<file path="src/rtl/shared_mem_arbiter_pkg.sv">
// Shared types and constants for the instruction/data memory arbiter.
// Covers FSM state encodings, port-select codes and a saturating counter helper.
package shared_mem_arbiter_pkg;

    localparam int ADDR_W     = 9;
    localparam int DATA_W     = 32;
    localparam int STARVE_LIM = 4;
    localparam int CNT_W      = 16;

    typedef enum logic [1:0] {
        IDLE = 2'd0,
        CPU  = 2'd1,
        DBG  = 2'd2,
        LOCK = 2'd3
    } arb_state_e;

    typedef enum logic [1:0] {
        SEL_NONE = 2'd0,
        SEL_CPU  = 2'd1,
        SEL_DBG  = 2'd2
    } port_sel_e;

    function automatic logic [CNT_W-1:0] sat_inc(input logic [CNT_W-1:0] v);
        return (v == {CNT_W{1'b1}}) ? v : v + 1'b1;
    endfunction

endpackage

</file>
<file path="src/rtl/shared_mem_arbiter_if.sv">
// Bundle of CPU port, debug port and memory-side signals around the arbiter.
// The slave modport is the arbiter view; master is the requester/memory view.
interface shared_mem_arbiter_if #(
    parameter int ADDR_W = 9,
    parameter int DATA_W = 32
);
    logic              cpu_req;
    logic              cpu_we;
    logic [ADDR_W-1:0] cpu_addr;
    logic [DATA_W-1:0] cpu_wdata;
    logic              cpu_gnt;
    logic              cpu_rvalid;
    logic [DATA_W-1:0] cpu_rdata;

    logic              dbg_req;
    logic              dbg_we;
    logic [ADDR_W-1:0] dbg_addr;
    logic [DATA_W-1:0] dbg_wdata;
    logic              dbg_lock;
    logic              dbg_gnt;
    logic              dbg_rvalid;
    logic [DATA_W-1:0] dbg_rdata;

    logic              mem_en;
    logic              mem_we;
    logic [ADDR_W-1:0] mem_addr;
    logic [DATA_W-1:0] mem_wdata;
    logic [DATA_W-1:0] mem_rdata;

    logic [15:0]       dbg_grants;

    modport slave (
        input  cpu_req, cpu_we, cpu_addr, cpu_wdata,
        input  dbg_req, dbg_we, dbg_addr, dbg_wdata, dbg_lock,
        input  mem_rdata,
        output cpu_gnt, cpu_rvalid, cpu_rdata,
        output dbg_gnt, dbg_rvalid, dbg_rdata,
        output mem_en, mem_we, mem_addr, mem_wdata,
        output dbg_grants
    );

    modport master (
        output cpu_req, cpu_we, cpu_addr, cpu_wdata,
        output dbg_req, dbg_we, dbg_addr, dbg_wdata, dbg_lock,
        output mem_rdata,
        input  cpu_gnt, cpu_rvalid, cpu_rdata,
        input  dbg_gnt, dbg_rvalid, dbg_rdata,
        input  mem_en, mem_we, mem_addr, mem_wdata,
        input  dbg_grants
    );

endinterface

</file>
<file path="src/rtl/shared_mem_arbiter_arb_port_mux.sv">
// Combinational 2:1 selector of the winning port's access onto the memory bus.
// With no winner the bus is parked at all-zero so the memory sees no activity.
module arb_port_mux
    import shared_mem_arbiter_pkg::*;
#(
    parameter int ADDR_W = 9,
    parameter int DATA_W = 32
) (
    input  port_sel_e         sel,
    input  logic              cpu_we,
    input  logic [ADDR_W-1:0] cpu_addr,
    input  logic [DATA_W-1:0] cpu_wdata,
    input  logic              dbg_we,
    input  logic [ADDR_W-1:0] dbg_addr,
    input  logic [DATA_W-1:0] dbg_wdata,
    output logic              en,
    output logic              we,
    output logic [ADDR_W-1:0] addr,
    output logic [DATA_W-1:0] wdata
);

    always_comb begin
        en    = 1'b0;
        we    = 1'b0;
        addr  = '0;
        wdata = '0;
        unique case (sel)
            SEL_CPU: begin
                en    = 1'b1;
                we    = cpu_we;
                addr  = cpu_addr;
                wdata = cpu_wdata;
            end
            SEL_DBG: begin
                en    = 1'b1;
                we    = dbg_we;
                addr  = dbg_addr;
                wdata = dbg_wdata;
            end
            default: begin
                en    = 1'b0;
                we    = 1'b0;
                addr  = '0;
                wdata = '0;
            end
        endcase
    end

endmodule

</file>
<file path="src/rtl/shared_mem_arbiter.sv">
// CPU-priority arbiter for the shared single-port memory with debug lock
// bursts, an anti-starvation limit for debug and a routed read-valid pipeline.
module shared_mem_arbiter
    import shared_mem_arbiter_pkg::*;
#(
    parameter int ADDR_W     = shared_mem_arbiter_pkg::ADDR_W,
    parameter int DATA_W     = shared_mem_arbiter_pkg::DATA_W,
    parameter int STARVE_LIM = shared_mem_arbiter_pkg::STARVE_LIM
) (
    input logic                 clk,
    input logic                 rst,
    shared_mem_arbiter_if.slave bus
);

    localparam int SC_W = $clog2(STARVE_LIM + 1);
    localparam logic [SC_W-1:0] LIM = SC_W'(STARVE_LIM);

    arb_state_e        state;
    arb_state_e        state_nxt;
    logic [SC_W-1:0]   starve_cnt;
    logic [CNT_W-1:0]  grant_cnt;
    logic              cpu_rvalid;
    logic              dbg_rvalid;

    logic              in_lock;
    logic              cpu_win;
    logic              dbg_win;
    port_sel_e         sel;

    // Reset gates both grants so nothing reaches the memory while rst is high.
    always_comb begin
        in_lock = (state == LOCK);
        dbg_win = !rst && bus.dbg_req &&
                  (in_lock || !bus.cpu_req || starve_cnt == LIM);
        cpu_win = !rst && !in_lock && bus.cpu_req && !dbg_win;
        sel     = SEL_NONE;
        if (dbg_win) begin
            sel = SEL_DBG;
        end else if (cpu_win) begin
            sel = SEL_CPU;
        end
    end

    always_comb begin
        state_nxt = IDLE;
        if (cpu_win) begin
            state_nxt = CPU;
        end else if (dbg_win) begin
            state_nxt = bus.dbg_lock ? LOCK : DBG;
        end else if (in_lock && bus.dbg_lock) begin
            state_nxt = LOCK;
        end
    end

    always_ff @(posedge clk or posedge rst) begin
        if (rst) begin
            state      <= IDLE;
            starve_cnt <= '0;
            grant_cnt  <= '0;
            cpu_rvalid <= 1'b0;
            dbg_rvalid <= 1'b0;
        end else begin
            state      <= state_nxt;
            cpu_rvalid <= cpu_win && !bus.cpu_we;
            dbg_rvalid <= dbg_win && !bus.dbg_we;
            if (dbg_win) begin
                starve_cnt <= '0;
                grant_cnt  <= sat_inc(grant_cnt);
            end else if (bus.dbg_req && starve_cnt != LIM) begin
                starve_cnt <= starve_cnt + 1'b1;
            end
        end
    end

    arb_port_mux #(
        .ADDR_W (ADDR_W),
        .DATA_W (DATA_W)
    ) u_mux (
        .sel       (sel),
        .cpu_we    (bus.cpu_we),
        .cpu_addr  (bus.cpu_addr),
        .cpu_wdata (bus.cpu_wdata),
        .dbg_we    (bus.dbg_we),
        .dbg_addr  (bus.dbg_addr),
        .dbg_wdata (bus.dbg_wdata),
        .en        (bus.mem_en),
        .we        (bus.mem_we),
        .addr      (bus.mem_addr),
        .wdata     (bus.mem_wdata)
    );

    assign bus.cpu_gnt    = cpu_win;
    assign bus.dbg_gnt    = dbg_win;
    assign bus.cpu_rvalid = cpu_rvalid;
    assign bus.dbg_rvalid = dbg_rvalid;
    assign bus.cpu_rdata  = bus.mem_rdata;
    assign bus.dbg_rdata  = bus.mem_rdata;
    assign bus.dbg_grants = grant_cnt;

endmodule

</file>
<file path="src/flat_wrapper.sv">
// flat-port wrapper written by rule: the top's interface ports become plain ports
module shared_mem_arbiter_flat import shared_mem_arbiter_pkg::*;
#(
    parameter int ADDR_W     = shared_mem_arbiter_pkg::ADDR_W,
    parameter int DATA_W     = shared_mem_arbiter_pkg::DATA_W,
    parameter int STARVE_LIM = shared_mem_arbiter_pkg::STARVE_LIM
)
  (clk, rst, bus_cpu_req, bus_cpu_we, bus_cpu_addr, bus_cpu_wdata, bus_dbg_req, bus_dbg_we, bus_dbg_addr, bus_dbg_wdata, bus_dbg_lock, bus_mem_rdata, bus_cpu_gnt, bus_cpu_rvalid, bus_cpu_rdata, bus_dbg_gnt, bus_dbg_rvalid, bus_dbg_rdata, bus_mem_en, bus_mem_we, bus_mem_addr, bus_mem_wdata, bus_dbg_grants);
  shared_mem_arbiter_if #(.ADDR_W(ADDR_W), .DATA_W(DATA_W)) bus_i ();
  input logic clk;
  input logic rst;
  input wire logic [$bits(bus_i.cpu_req)-1:0] bus_cpu_req;
  input wire logic [$bits(bus_i.cpu_we)-1:0] bus_cpu_we;
  input wire logic [$bits(bus_i.cpu_addr)-1:0] bus_cpu_addr;
  input wire logic [$bits(bus_i.cpu_wdata)-1:0] bus_cpu_wdata;
  input wire logic [$bits(bus_i.dbg_req)-1:0] bus_dbg_req;
  input wire logic [$bits(bus_i.dbg_we)-1:0] bus_dbg_we;
  input wire logic [$bits(bus_i.dbg_addr)-1:0] bus_dbg_addr;
  input wire logic [$bits(bus_i.dbg_wdata)-1:0] bus_dbg_wdata;
  input wire logic [$bits(bus_i.dbg_lock)-1:0] bus_dbg_lock;
  input wire logic [$bits(bus_i.mem_rdata)-1:0] bus_mem_rdata;
  output wire logic [$bits(bus_i.cpu_gnt)-1:0] bus_cpu_gnt;
  output wire logic [$bits(bus_i.cpu_rvalid)-1:0] bus_cpu_rvalid;
  output wire logic [$bits(bus_i.cpu_rdata)-1:0] bus_cpu_rdata;
  output wire logic [$bits(bus_i.dbg_gnt)-1:0] bus_dbg_gnt;
  output wire logic [$bits(bus_i.dbg_rvalid)-1:0] bus_dbg_rvalid;
  output wire logic [$bits(bus_i.dbg_rdata)-1:0] bus_dbg_rdata;
  output wire logic [$bits(bus_i.mem_en)-1:0] bus_mem_en;
  output wire logic [$bits(bus_i.mem_we)-1:0] bus_mem_we;
  output wire logic [$bits(bus_i.mem_addr)-1:0] bus_mem_addr;
  output wire logic [$bits(bus_i.mem_wdata)-1:0] bus_mem_wdata;
  output wire logic [$bits(bus_i.dbg_grants)-1:0] bus_dbg_grants;
  assign bus_i.cpu_req = bus_cpu_req;
  assign bus_i.cpu_we = bus_cpu_we;
  assign bus_i.cpu_addr = bus_cpu_addr;
  assign bus_i.cpu_wdata = bus_cpu_wdata;
  assign bus_i.dbg_req = bus_dbg_req;
  assign bus_i.dbg_we = bus_dbg_we;
  assign bus_i.dbg_addr = bus_dbg_addr;
  assign bus_i.dbg_wdata = bus_dbg_wdata;
  assign bus_i.dbg_lock = bus_dbg_lock;
  assign bus_i.mem_rdata = bus_mem_rdata;
  assign bus_cpu_gnt = bus_i.cpu_gnt;
  assign bus_cpu_rvalid = bus_i.cpu_rvalid;
  assign bus_cpu_rdata = bus_i.cpu_rdata;
  assign bus_dbg_gnt = bus_i.dbg_gnt;
  assign bus_dbg_rvalid = bus_i.dbg_rvalid;
  assign bus_dbg_rdata = bus_i.dbg_rdata;
  assign bus_mem_en = bus_i.mem_en;
  assign bus_mem_we = bus_i.mem_we;
  assign bus_mem_addr = bus_i.mem_addr;
  assign bus_mem_wdata = bus_i.mem_wdata;
  assign bus_dbg_grants = bus_i.dbg_grants;
  shared_mem_arbiter #(.ADDR_W(ADDR_W), .DATA_W(DATA_W), .STARVE_LIM(STARVE_LIM)) u_core (.clk(clk), .rst(rst), .bus(bus_i));
endmodule
</file>
<file path="config.mk">
export PLATFORM = sky130hd
export DESIGN_NAME = shared_mem_arbiter_flat
export DESIGN_NICKNAME = d
export VERILOG_FILES = /design/src/rtl/shared_mem_arbiter_pkg.sv /design/src/rtl/shared_mem_arbiter_if.sv /design/src/rtl/shared_mem_arbiter_arb_port_mux.sv /design/src/rtl/shared_mem_arbiter.sv /design/src/flat_wrapper.sv
export SDC_FILE = /design/constraint.sdc
export NUM_CORES = 1
export LEC_CHECK = 0
export ABC_AREA = 1
export CORE_AREA = 2 2 95 97
export CTS_CLUSTER_SIZE = 14
export DETAILED_ROUTE_END_ITERATION = 10
export DIE_AREA = 0 0 97 99
export HOLD_SLACK_MARGIN = 0.02
export PLACE_DENSITY = 0.78
export REMOVE_ABC_BUFFERS = 1
export SLEW_MARGIN = 5
export SYNTH_ARGS = -nofsm -noshare
export SYNTH_HDL_FRONTEND = slang
export SYNTH_SLANG_ARGS = --single-unit
</file>
<file path="constraint.sdc">
create_clock -name clk -period 3.7 [get_ports clk]
set_clock_uncertainty 0.2 [all_clocks]
set_input_delay 0.74 -clock clk [delete_from_list [all_inputs] [get_ports clk]]
set_output_delay 0.74 -clock clk [all_outputs]
set_load 0.05 [all_outputs]
</file>
Word-level counts from Yosys, hierarchy flattened
Cells that the tools add are included.
{ "op_classes": {"n_addsub": 2, "eq_ne": 6, "n_mux": 12, "bitwise": 1, "reduce_logical": 20} }
{ "ops": {"columns": ["cell", "count"], "rows": [
  ["32-bit one-hot mux with 2 select lines", 1],
  ["9-bit one-hot mux with 2 select lines", 1],
  ["16-bit by 1-bit adder with 16-bit output (second input constant)", 1],
  ["16-bit equality test (second input constant)", 1],
  ["1-bit logical AND", 9],
  ["2-bit two-way mux", 4],
  ["1-bit zero test", 6],
  ["3-bit two-way mux", 2],
  ["2-bit equality test (second input constant)", 2],
  ["3-bit by 1-bit adder with 3-bit output (second input constant)", 1],
  ["3-bit equality test (second input constant)", 1],
  ["1-bit two-way mux", 3],
  ["3-bit != test (second input constant)", 1],
  ["2-bit by 1-bit equality test with 1-bit output (second input constant)", 1],
  ["1-bit logical OR", 2],
  ["1-bit one-hot mux with 2 select lines", 1],
  ["2-bit AND reduction", 1],
  ["2-bit nonzero test", 1],
  ["2-bit OR reduction", 1],
  ["1-bit NOT", 1]
]} }
{ "word_totals": {"register_bits": 23, "wordCells": 46} }

Depth between registers and ports, before layout
Gate-level depths: netlist of run 1.
{ "depth": {"depth_word": 11, "ltp_mapped": 11, "depth_no_buf": 10} }

Cells and area by module
A second synthesis of run 1 with hierarchy kept.
{ "unflattened": {"hier_cells": 396, "area_unflattened_um2": 2612.5} }
{ "by_module_without_submodules": {"columns": ["module", "instances", "cells_per_inst", "area_each_um2", "seq_area_each_um2"], "rows": [
  ["shared_mem_arbiter", 1, 250, 1854.3, 575.6],
  ["arb_port_mux", 1, 146, 758.2, 0.0]
]} }

Least setup slack after synthesis of run 1
No wires, ideal clock.
{ "synth_path": {"path_kind": "input -> output", "start": "input port bus_dbg_req", "end": "output port bus_mem_addr[1]", "t_arrival_ps": 1935, "path_slack_ps": 825, "path_stages": 8, "path_buffers": 1, "path_cell_list": "inv_1 -> nor2_1 -> nand2_2 -> nand2_1 -> inv_2 -> buf_2 -> nand2_1 -> nand2_1"} }
{ "synth_via": {"elab_chain_len": 8, "elab_cells_between_ends": 9, "cone_classes": "2 x eq/ne; 3 x mux; 4 x reduce/logical"} }
{ "synth_rtl": {"columns": ["element", "line", "rtl"], "rows": [
  ["start: declaration", "flat_wrapper.sv:16", "input wire logic [$bits(bus_i.dbg_req)-1:0] bus_dbg_req;"],
  ["1-bit logical AND * (2 in a row)", "shared_mem_arbiter.sv:33", "dbg_win = !rst && bus.dbg_req &&"],
  ["1-bit zero test *", "shared_mem_arbiter.sv:35", "cpu_win = !rst && !in_lock && bus.cpu_req && !dbg_win;"],
  ["1-bit logical AND *", "shared_mem_arbiter.sv:35", null],
  ["named net bus_cpu_gnt", "flat_wrapper.sv:22", "output wire logic [$bits(bus_i.cpu_gnt)-1:0] bus_cpu_gnt;"],
  ["1-bit two-way mux *", "shared_mem_arbiter.sv:39", "end else if (cpu_win) begin"],
  ["2-bit two-way mux *", "shared_mem_arbiter.sv:37", "if (dbg_win) begin"],
  ["2-bit equality test or 2-bit by 1-bit equality test with 1-bit output (tied branches)", "shared_mem_arbiter_arb_port_mux.sv:27", "unique case (sel)"],
  ["9-bit one-hot mux with 2 select lines *", "shared_mem_arbiter_arb_port_mux.sv:27", null],
  ["end: declaration", "flat_wrapper.sv:30", "output wire logic [$bits(bus_i.mem_addr)-1:0] bus_mem_addr;"]
]} }
Mark *: on every way through the listed nets, which the timed path passes. The rest lies on a longest branch.

Worst setup path in the final report of run 1
{ "layout_path": {"start": "input port rst", "end": "output port bus_mem_wdata[5]"} }
{ "layout_via": {"elab_chain_len": 9, "elab_cells_between_ends": 12, "cone_classes": "2 x eq/ne; 3 x mux; 7 x reduce/logical"} }
{ "layout_rtl": {"columns": ["element", "line", "rtl"], "rows": [
  ["start: declaration", "flat_wrapper.sv:11", "input logic rst;"],
  ["1-bit zero test *", "shared_mem_arbiter.sv:33, shared_mem_arbiter.sv:35", null],
  ["1-bit logical AND (2 in a row)", "shared_mem_arbiter.sv:33", null],
  ["1-bit zero test", "shared_mem_arbiter.sv:35", null],
  ["1-bit logical AND", "shared_mem_arbiter.sv:35", null],
  ["1-bit two-way mux", "shared_mem_arbiter.sv:39", null],
  ["2-bit two-way mux *", "shared_mem_arbiter.sv:37", null],
  ["2-bit equality test or 2-bit by 1-bit equality test with 1-bit output (tied branches)", "shared_mem_arbiter_arb_port_mux.sv:27", null],
  ["32-bit one-hot mux with 2 select lines *", "shared_mem_arbiter_arb_port_mux.sv:27", null],
  ["end: declaration", "flat_wrapper.sv:31", "output wire logic [$bits(bus_i.mem_wdata)-1:0] bus_mem_wdata;"]
]} }
Mark *: on every way between the ends. The rest lies on a longest branch, timed or not.

==> results.sh, run 1 <==
export IMPL_dr_pass1_iters=4
export IMPL_io_pin_count=248
export IMPL_grt_pass1_vias=2642
export IMPL_htree_levels=1
export IMPL_gp_congestion=0.852
export IMPL_met1_usage=0.213
export IMPL_maxSlewHeadroom=0.411
export IMPL_cts_buffers=3
export IMPL_grt_use_total=0.191
export IMPL_status="finished clean"
export IMPL_peakVddDrop_mv=0.166
export IMPL_placed_cells=574
export IMPL_synth_area_per_cell_um2=6.14
export IMPL_finalSetupViolations=0
export IMPL_nets=595
export IMPL_period_share=0.906
export IMPL_p_leak_nw=1.82
export IMPL_total_power_mw=1.36
export IMPL_root_buffer="clkbuf_8"
export IMPL_hold_buffers=0
export IMPL_final_cell_mix="nand2_1, clkdlybuf4s50_1, buf_12"
export IMPL_crit_slowest_cell="clkdlybuf4s50_1"
export IMPL_grt_use_met2=0.300
export IMPL_antenna_cells=0
export IMPL_cts_tree="yes"
export IMPL_drive_above_1_share=0.140
export IMPL_worstSetupEndpointType="primary output"
export IMPL_cp_top_family="buffers and inverters"
export IMPL_wl_um=9810
export IMPL_cp_num_buf_inv=4
export IMPL_ys_warn_count=0
export IMPL_crit_chain="clkdlybuf4s50_1 -> nor2_1 -> nand2_2 -> nand2_1 -> inv_2 -> buf_12 -> nand2_1 -> nand2_1 -> buf_12"
export IMPL_hp_class="flop to flop"
export IMPL_grt_max_degree=44
export IMPL_hold_worst_slack_ps=342
export IMPL_synth_edf_count=0
export IMPL_start_util=0.278
export IMPL_vias_per_cell=4.64
export IMPL_setup_tns_ps=0
export IMPL_fp_coreArea_um2=8550
export IMPL_cts_sinks=23
export IMPL_drt_iter0_markers=76
export IMPL_drv_cap=0
export IMPL_stdcell_count=578
export IMPL_grt_overflow_total=0
export IMPL_arrival_ps=2410
export IMPL_dp_hpwl_um=8160
export IMPL_postCtsSetupBuffers=0
export IMPL_clkLatencyLatePin_ps=270
export IMPL_ys_types=22
export IMPL_syn_cell_area_um2=2380
export IMPL_crit_type="primary input to primary output"
export IMPL_drv_slew=0
export IMPL_placementRows=34
export IMPL_ys_ff_latch=23
export IMPL_final_util=0.467
export IMPL_dieArea_um2=9600
export IMPL_path_clk_slew_ps=90
export IMPL_wire_per_inst_um=17.0
export IMPL_drc_errors=0
export IMPL_cts_resized=0
export IMPL_synth_ff_type="dfrtp_1"
export IMPL_cts_buffer_depth=2
export IMPL_final_antenna_net_count=0
export IMPL_period_needed_ps=3350
export IMPL_die_w_um=97
export IMPL_fmax_ghz=0.298
export IMPL_vias=2684
export IMPL_met3_usage=0.129
export IMPL_ys_seq_area_frac=0.242
export IMPL_max_stage_delay_ps=570
export IMPL_start_kind="primary input"
export IMPL_portBuffers=151
export IMPL_cp_required_ps=2760
export IMPL_antenna_found_initial=0
export IMPL_mostFrequentLayoutCell="nand2_1"
export IMPL_grt_pass1_wl_um=14300
export IMPL_die_h_um=99
export IMPL_finalHoldViolCount=0
export IMPL_path_max_fanout=43
export IMPL_crit_top_cell="nand2_1"
export IMPL_worst_pin_slew_ps=883
export IMPL_ys_async_sr_fraction=1.00
export IMPL_syn_to_final_growth_pct=67.6
export IMPL_rsz0062_at_grt="no"
export IMPL_netlist_instances=388
export IMPL_grt_busiest_layer="met2"
export IMPL_p_per_area_nw_per_um2=340
## registers in the layout (all words and copies together), names as in the netlist
register	flops
u_core.bus.dbg_grants	16
u_core.state	2
u_core.starve_cnt	3
u_core.bus.cpu_rvalid	1
u_core.bus.dbg_rvalid	1
## final timing paths
path / from / cells past startpoint / endpoint / slack (ps)
max reg2reg: u_core.bus.dbg_grants[0]$_DFFE_PP0P_ / 7 / u_core.bus.dbg_grants[7]$_DFFE_PP0P_ / 1660
max: rst / 9 / bus_mem_wdata[5] / 350
min in group asynchronous: rst / 2 / u_core.state[0]$_DFF_PP0_ / 910
min reg2reg: u_core.state[1]$_DFF_PP0_ / 2 / u_core.state[1]$_DFF_PP0_ / 340
min: u_core.state[1]$_DFF_PP0_ / 2 / u_core.state[1]$_DFF_PP0_ / 340
max in group asynchronous: rst / 2 / u_core.bus.dbg_grants[6]$_DFFE_PP0P_ / 1860
## cells in the mapped netlist, types with 3 or more instances
cell type  count  share of area
buf_2          4         0.0084
buf_4         69           0.22
dfrtp_1       23           0.24
ha_1           3          0.016
inv_1         18          0.028
inv_2          4         0.0063
nand2_1      194           0.31
nand2_2        4          0.011
nand3_1       14          0.029
nand4_1        7          0.018
nor2_1        20          0.032
nor2_2         4          0.011
o21ai_0        8          0.017
xnor2_1        4          0.015
## through the flow
| step | area, um^2 | worst slack [ps] |
|---|---|---|
| after floorplan | 1820 | 705 |
| final | 3990 | 350 |
| after global placement | 3940 | 400 |
| after CTS | 3990 | 363 |
| after detailed placement | 3940 | 370 |
| after global routing | 3990 | 219 |
## cells by family after synthesis
group | synth area share
fa+ha+maj | 0.0158
compound gates | 0.0331
xor+xnor | 0.0221
simple gates | 0.416
buf+inv | 0.272
flops | 0.242
## tightest hold or removal path: stages, from the launching register on
cell,delay [ps]
dfrtp_1,350
nand3_1,80
nand2_1,80
## metal layers
metal	wire [um]	share of wire
met4	77	0.0079
met5	64	0.0065
met3	1500	0.15
met1	3730	0.38
met2	4430	0.45
## report_power, final
part           internal, mW  total, mW  switching [mW]  leakage [nW]
combinational         0.363      0.831           0.468          1.49
sequential            0.298      0.359          0.0613         0.303
clock                0.0756      0.165          0.0893        0.0255
total                 0.737       1.36           0.619          1.82
## area by class of cell
type	count	area [um^2]
clock inverters	1	5.00
multi-input cells	268	1160
fillers	807	4560
repair buffers	153	1990
clock buffers	3	41.3
well taps	108	135
flip-flops and latches	23	576
inverters	22	82.6
(Power assumes the default switching activity.)
==> run 2, diff against run 1 <==
SKIP_LAST_GASP = 1   (was default)
==> results of run 2 <==
No change in the layout: final DEF, timing and power equal those of run 1.
==> run 3, diff against run 2 <==
TNS_END_PERCENT = 30   (was default)
==> results of run 3 <==
No change in the layout: final DEF, timing and power equal those of run 1.
